[config.mk]
export PLATFORM = sky130hd
export DESIGN_NAME = stage_3combind_flat
export DESIGN_NICKNAME = d
export VERILOG_FILES = /design/src/rtl/stage_3combind_pkg.sv /design/src/rtl/stage_3combind_if.sv /design/src/rtl/stage_3combind_stage_cell.sv /design/src/rtl/stage_3combind.sv /design/src/flat_wrapper.sv
export SDC_FILE = /design/constraint.sdc
export NUM_CORES = 1
export LEC_CHECK = 0
export CAP_MARGIN = 20
export CORE_MARGIN = 2
export CORE_UTILIZATION = 53
export CTS_CLUSTER_DIAMETER = 60
export DETAILED_ROUTE_END_ITERATION = 6
export DONT_BUFFER_PORTS = 1
export GPL_ROUTABILITY_DRIVEN = 0
export PLACE_DENSITY = 0.71
export SYNTH_ARGS = -nofsm -noshare
export SYNTH_HDL_FRONTEND = slang
export SYNTH_SLANG_ARGS = --single-unit
[constraint.sdc]
create_clock -name clk -period 1.25 [get_ports clk]
set_clock_uncertainty 0.2 [all_clocks]
set_input_delay 0.1875 -clock clk [delete_from_list [all_inputs] [get_ports clk]]
set_output_delay 0.1875 -clock clk [all_outputs]
set_load 0.05 [all_outputs]
[src/rtl/stage_3combind_pkg.sv]
// Shared constants for the three-stage two-phase micropipeline.
// Default data width and the fixed stage count.
package stage_3combind_pkg;

    localparam int DEF_WIDTH = 3;
    localparam int STAGES    = 3;

endpackage

[src/rtl/stage_3combind_if.sv]
// Two-phase req/ack bus around the pipeline.
// slave is the pipeline side, master the producer/consumer side.
interface stage_3combind_if
    import stage_3combind_pkg::*;
#(
    parameter int WIDTH = DEF_WIDTH
);

    logic             req_in;
    logic [WIDTH-1:0] data_in;
    logic             ack_out;
    logic             req_out;
    logic [WIDTH-1:0] data_out;
    logic             ack_in;

    modport slave (
        input  req_in,
        input  data_in,
        input  ack_in,
        output ack_out,
        output req_out,
        output data_out
    );

    modport master (
        output req_in,
        output data_in,
        output ack_in,
        input  ack_out,
        input  req_out,
        input  data_out
    );

endinterface

[src/rtl/stage_3combind_stage_cell.sv]
// One micropipeline stage: phase bit plus data token.
// Fires when upstream offers a new phase and downstream has consumed ours.
module stage_cell #(
    parameter int WIDTH = 3
) (
    input  logic             clk,
    input  logic             rst,
    input  logic             r_prev,
    input  logic             a_next,
    input  logic [WIDTH-1:0] d_prev,
    output logic             p,
    output logic [WIDTH-1:0] d
);

    logic fire;

    assign fire = (r_prev != p) && (a_next == p);

    // Toggle phase and capture the upstream token on fire.
    always_ff @(posedge clk) begin
        if (!rst) begin
            p <= 1'b0;
            d <= '0;
        end else if (fire) begin
            p <= ~p;
            d <= d_prev;
        end
    end

endmodule

[src/rtl/stage_3combind.sv]
// Three-deep two-phase elastic pipeline built from a chain of stage_cell.
// All outputs come straight from stage registers.
module stage_3combind
    import stage_3combind_pkg::*;
#(
    parameter int WIDTH = DEF_WIDTH
) (
    input  logic             clk,
    input  logic             rst,
    stage_3combind_if.slave  bus
);

    logic [STAGES-1:0] p;
    logic [STAGES-1:0] r;
    logic [STAGES-1:0] a;
    logic [WIDTH-1:0]  d [STAGES+1];

    // Stage k sees the previous phase as request, the next phase as ack.
    assign r    = {p[STAGES-2:0], bus.req_in};
    assign a    = {bus.ack_in, p[STAGES-1:1]};
    assign d[0] = bus.data_in;

    for (genvar k = 0; k < STAGES; k++) begin : g_stage
        stage_cell #(
            .WIDTH (WIDTH)
        ) u_cell (
            .clk    (clk),
            .rst    (rst),
            .r_prev (r[k]),
            .a_next (a[k]),
            .d_prev (d[k]),
            .p      (p[k]),
            .d      (d[k+1])
        );
    end

    assign bus.ack_out  = p[0];
    assign bus.req_out  = p[STAGES-1];
    assign bus.data_out = d[STAGES];

endmodule

[src/flat_wrapper.sv]
// flat-port wrapper written by rule: the top's interface ports become plain ports
module stage_3combind_flat import stage_3combind_pkg::*;
#(
    parameter int WIDTH = DEF_WIDTH
)
  (clk, rst, bus_req_in, bus_data_in, bus_ack_in, bus_ack_out, bus_req_out, bus_data_out);
  stage_3combind_if #(.WIDTH(WIDTH)) bus_i ();
  input  logic clk;
  input  logic rst;
  input wire logic [$bits(bus_i.req_in)-1:0] bus_req_in;
  input wire logic [$bits(bus_i.data_in)-1:0] bus_data_in;
  input wire logic [$bits(bus_i.ack_in)-1:0] bus_ack_in;
  output wire logic [$bits(bus_i.ack_out)-1:0] bus_ack_out;
  output wire logic [$bits(bus_i.req_out)-1:0] bus_req_out;
  output wire logic [$bits(bus_i.data_out)-1:0] bus_data_out;
  assign bus_i.req_in = bus_req_in;
  assign bus_i.data_in = bus_data_in;
  assign bus_i.ack_in = bus_ack_in;
  assign bus_ack_out = bus_i.ack_out;
  assign bus_req_out = bus_i.req_out;
  assign bus_data_out = bus_i.data_out;
  stage_3combind #(.WIDTH(WIDTH)) u_core (.clk(clk), .rst(rst), .bus(bus_i));
endmodule
Word level (Yosys, flattened, before mapping)
Cells that the tools add are included.
{"block": "totals", "latchBits": 0, "regBits": 12, "word_cells": 18, "ramBits": 0, "romBits": 0, "in_bits": 7, "n_memories": 0}
{"block": "op_classes", "n_shift": 0, "n_addsub": 0, "reduce_logical": 3, "eq_ne": 6, "magnitude_cmp": 0, "multipliers": 0, "bitwise": 3, "n_div": 0, "n_mux": 0}
{"cell": "1-bit == test", "n": 3}
{"cell": "1-bit logical AND", "n": 3}
{"cell": "1-bit inequality test", "n": 3}
{"cell": "1-bit NOT", "n": 3}

Depth between registers and ports, before layout
{"block": "logic_depth", "word_depth": 2, "ltp_mapped": 5, "depth_no_buf": 3}

By module
From an unflattened synthesis, not the netlist that was laid out.
{"block": "unflattened", "hier_cells": 57, "area_unflattened_um2": 570.5}
{"mod": "stage_cell", "area_per_inst_um2": 190.2, "seq_area_each_um2": 80.1, "cells_each": 19, "instances": 3}

Worst setup path after synthesis
Ideal clock, no wire load.
{"block": "synth_timing", "path_kind": "flip-flop to flip-flop", "startpoint": "register u_core.g_stage[0].u_cell.p", "endpoint": "register u_core.g_stage[0].u_cell.d[0]", "setup_slack_ns": -0.426, "setup_time_ns": 0.132, "synth_period_minus_slack_ns": 1.676, "path_stages_with_launch": 5, "n_path_buf": 1, "arrival_ns": 1.344, "path_cell_list": "dfxtp_1 > buf_2 > nand3b_1 > a32oi_1 > a21oi_1"}
{"block": "synth_via", "elab_chain_cells": 2}
{"element": "from (decl)", "line": "stage_3combind_stage_cell.sv:11", "source": "output logic p,"}
{"element": "from (signal assigned)", "line": "stage_3combind_stage_cell.sv:25", "source": "p <= ~p;"}
{"element": "1-bit inequality test / 1-bit == test (equally long branches)", "line": "stage_3combind_stage_cell.sv:17", "source": "assign fire = (r_prev != p) && (a_next == p);"}
{"element": "1-bit logical AND *", "line": "stage_3combind_stage_cell.sv:17"}
{"element": "to (signal assigned)", "line": "stage_3combind_stage_cell.sv:26", "source": "d <= d_prev;"}
{"element": "to (decl)", "line": "stage_3combind_stage_cell.sv:12", "source": "output logic [WIDTH-1:0] d"}
Every way passes the cells marked *; elsewhere a longest branch is shown, timed or not.
A chain may end at the register's enable or synchronous reset.

Worst setup path in the final report
{"block": "layout_timing", "startpoint": "register u_core.g_stage[1].u_cell.p", "endpoint": "register u_core.g_stage[0].u_cell.d[0]"}
{"block": "layout_via", "elab_chain_cells": 2}
{"element": "from (decl)", "line": "stage_3combind_stage_cell.sv:11"}
{"element": "from (signal assigned)", "line": "stage_3combind_stage_cell.sv:25"}
{"element": "1-bit == test", "line": "stage_3combind_stage_cell.sv:17"}
{"element": "1-bit logical AND", "line": "stage_3combind_stage_cell.sv:17"}
No other way between the ends.

==> flow_metrics.tcl <==
set metrics [dict create \
    port_buffers 0 \
    ioPinCount 12 \
    hold_class "in -> reg" \
    r2r_slack_ns -0.16 \
    path_clk_slew_ns 0.08 \
    p_comb_share_pct 27.2 \
    antenna_found_initial 0 \
    grt-ovfl-total 0 \
    synth_top_area_share_pct 31.9 \
    critPathCaptureType "register" \
    startpoint_type "register" \
    nFillCells 90 \
    powerDensity_nw_per_um2 903 \
    worst_pin_slew_ns 0.416 \
    final_antenna_net_count 0 \
    setup_ws_ns -0.157 \
    finalSetupViolations 11 \
    grt_pass1_vias 692 \
    drt-vias-per-instance 6.24 \
    path_max_fanout 16 \
    crit_end "u_core.g_stage[0].u_cell.d[0]" \
    synthFlopType "dfxtp_1" \
    dp_cells 107 \
    synth_seq_cells 12 \
    rsz0062_at_grt "yes" \
    synthesis.instances 91 \
    peakVddDrop_uv 855 \
    synth.distinct_cells 29 \
    finalNetCount 113 \
    place_ws_ns -0.0934 \
    clock_power_share_pct 26.0 \
    hold_viol_final 0 \
    layout_commonest_cell "dfxtp_1" \
    place_hpwl_um 1070 \
    fp-row-count 13 \
    clockRootBuffer "clkbuf_4" \
    core_sq_um 1320 \
    start_util_pct 57.1 \
    clockBufferDepth 2 \
    swShare_pct 29.6 \
    cpPeakStageDelay_ns 0.37 \
    clock_latency_ns 0.26 \
    grt.total_usage_pct 22.3 \
    async_flop_share_pct 0 \
    synth_top_area_cell "dfxtp_1" \
    r2r_start "u_core.g_stage[1].u_cell.p" \
    vias 743 \
    mappedNetlistArea_sq_um 752 \
    syn_to_final_growth_pct 33.6 \
    grt_max_degree 18 \
    cts_tree "built" \
    p_leak_uw 0.000385 \
    slew_violations 0 \
    r2r_end "u_core.g_stage[0].u_cell.d[0]" \
    finalWirelength_um 1970 \
    layout-drive-gt1-share_pct 33.7 \
    violations "setup timing" \
    min_period_ns 1.41 \
    rr_worst_depth 4 \
    mostFrequentLayoutCells "8 x dfxtp_1, 7 x o21ai_1, 7 x nand3_1, 7 x buf_4" \
    cp_cell_sequence "buf_12, nand3b_1, a32oi_1, a21oi_1" \
    finalCritPeriodShare_pct 113 \
    status "finished, violations left" \
    ys_top_cells_by_area "dfxtp_1 32%, nor3b_1 6.0%, and3b_1 5.8%, buf_4 5.0%, nand3_1 4.7%" \
    cts.sinks 12 \
    cp_data_required_time_ns 1.18 \
    crit_start "u_core.g_stage[1].u_cell.p" \
    seqPwrFrac_pct 46.8 \
    yosysWarnings 0 \
    fmax_mhz 711 \
    synth_edf_count 0 \
    p_switching_uw 269 \
    final_cells 119 \
    syn_nets 98 \
    cts_buffers 3 \
    power.internal_uw 638 \
    wl_per_cell_um 16.5 \
    avgSynthCellArea_sq_um 8.26 \
    grt_pass1_wl_um 3030 \
    drc_errors 0 \
    dieArea_sq_um 1740 \
    first_pass_iters 4 \
    path_class "reg -> reg" \
    holdWs_ns 0.0367 \
    cp_data_arrival_time_ns 1.34 \
    htree_levels 1 \
    fp.dieW_um 41.7 \
    maxCapViolCount 0 \
    synth-seq-area-share_pct 31.9 \
    cp_slowest_cell "dfxtp_4" \
    drt-initial-drc-count 36 \
    die_height_um 41.7 \
    slew_headroom_pct 72.3 \
    num_antenna_cells 0 \
]
## what timing repair did
item / CTS / global route
pin swaps: 1 / 6
hold endpoints to repair: 7 / 0
setup endpoints to repair: 11 / 14
resized for setup: 12 / 11
setup buffers: 3 / 1
hold buffers: 5 / 0
## registers in the layout (all words and copies together) (netlist names)
signal,cells
u_core.g_stage.u_cell.p,3
u_core.g_stage.u_cell.d,9
## worst max-delay path, delay by kind of cell (launching register included)
kind / cells / cell delay [ns]
AO/OA/AOI/OAI: 2 / 0.42
flip-flops: 1 / 0.37
buffers and inverters: 1 / 0.15
AND/OR/NAND/NOR: 1 / 0.14
## cell type report
cell class              count  area [sq um]  area share (%)
flip-flops and latches     12           253            25.2
multi-input cells          65           470            46.8
clock buffers               3          22.5            2.24
well taps                  15          18.8            1.87
repair buffers             20           223            22.2
inverters                   4          17.5            1.74
## Yosys cell counts (3+ instances only)
library cell	number
nand3_1	7
a21oi_1	6
a41oi_1	3
a31oi_1	3
inv_2	3
nor3b_1	6
o21ai_0	3
dfxtp_1	12
buf_4	5
and2_1	4
o21ai_1	7
and3b_1	5
nand2_1	3
## metrics by stage
stage / util, % / instance area, sq um / TNS, ns / power (uW)
after CTS: 71.9 / 947 / -0.245 / 889
after detailed placement: 61.6 / 812 / -0.433 / 605
after global routing: 76.3 / 1000 / -1.03 / 952
final: 76.3 / 1000 / -0.545 / 907
after floorplan: - / 766 / -0.793 / 561
after global placement: 61.6 / 812 / -0.285 / 600
## power groups by stage
stage / Sequential, uW / Combinational, uW / Clock (uW)
3_3_place_gp: 434 / 167 / 0
3_5_place_dp: 435 / 170 / 0
4_1_cts: 423 / 223 / 243
2_1_floorplan: 439 / 121 / 0
6_report: 425 / 246 / 236
5_1_grt: 429 / 261 / 262
## logic make-up after synthesis
group                    after synthesis  share of synthesized area, %
flip-flops                            12                          31.9
buffers and inverters                 14                          11.8
adder cells (fa/ha/maj)                2                          2.83
AND/OR/NAND/NOR                       39                          34.4
AO/OA/AOI/OAI                         24                          19.0
## routing by layer
layer,global-route usage (%),vias to the layer above,share of wire [%]
li1,-,362,-
met1,31.3,346,45
met2,33.1,33,50
met3,3.91,2,4.7
met4,10.3,0,0.71
met5,0,-,0
## worst min path at each step
| stage | startpoint | cells past startpoint | to | slack, ns |
|---|---|---|---|---|
| final | bus_ack_in | 3 | u_core.g_stage[2].u_cell.d[1] | 0.04 |
| after floorplan | bus_req_in | 2 | u_core.g_stage[0].u_cell.p | 0.12 |
| after global placement | bus_req_in | 2 | u_core.g_stage[0].u_cell.p | 0.14 |
| after global routing | bus_ack_in | 3 | u_core.g_stage[2].u_cell.d[0] | 0.05 |
| after detailed placement | bus_req_in | 2 | u_core.g_stage[0].u_cell.p | 0.14 |
| after CTS | bus_ack_in | 3 | u_core.g_stage[2].u_cell.d[1] | 0.02 |
No activity file was read; power rests on OpenSTA's default activity.
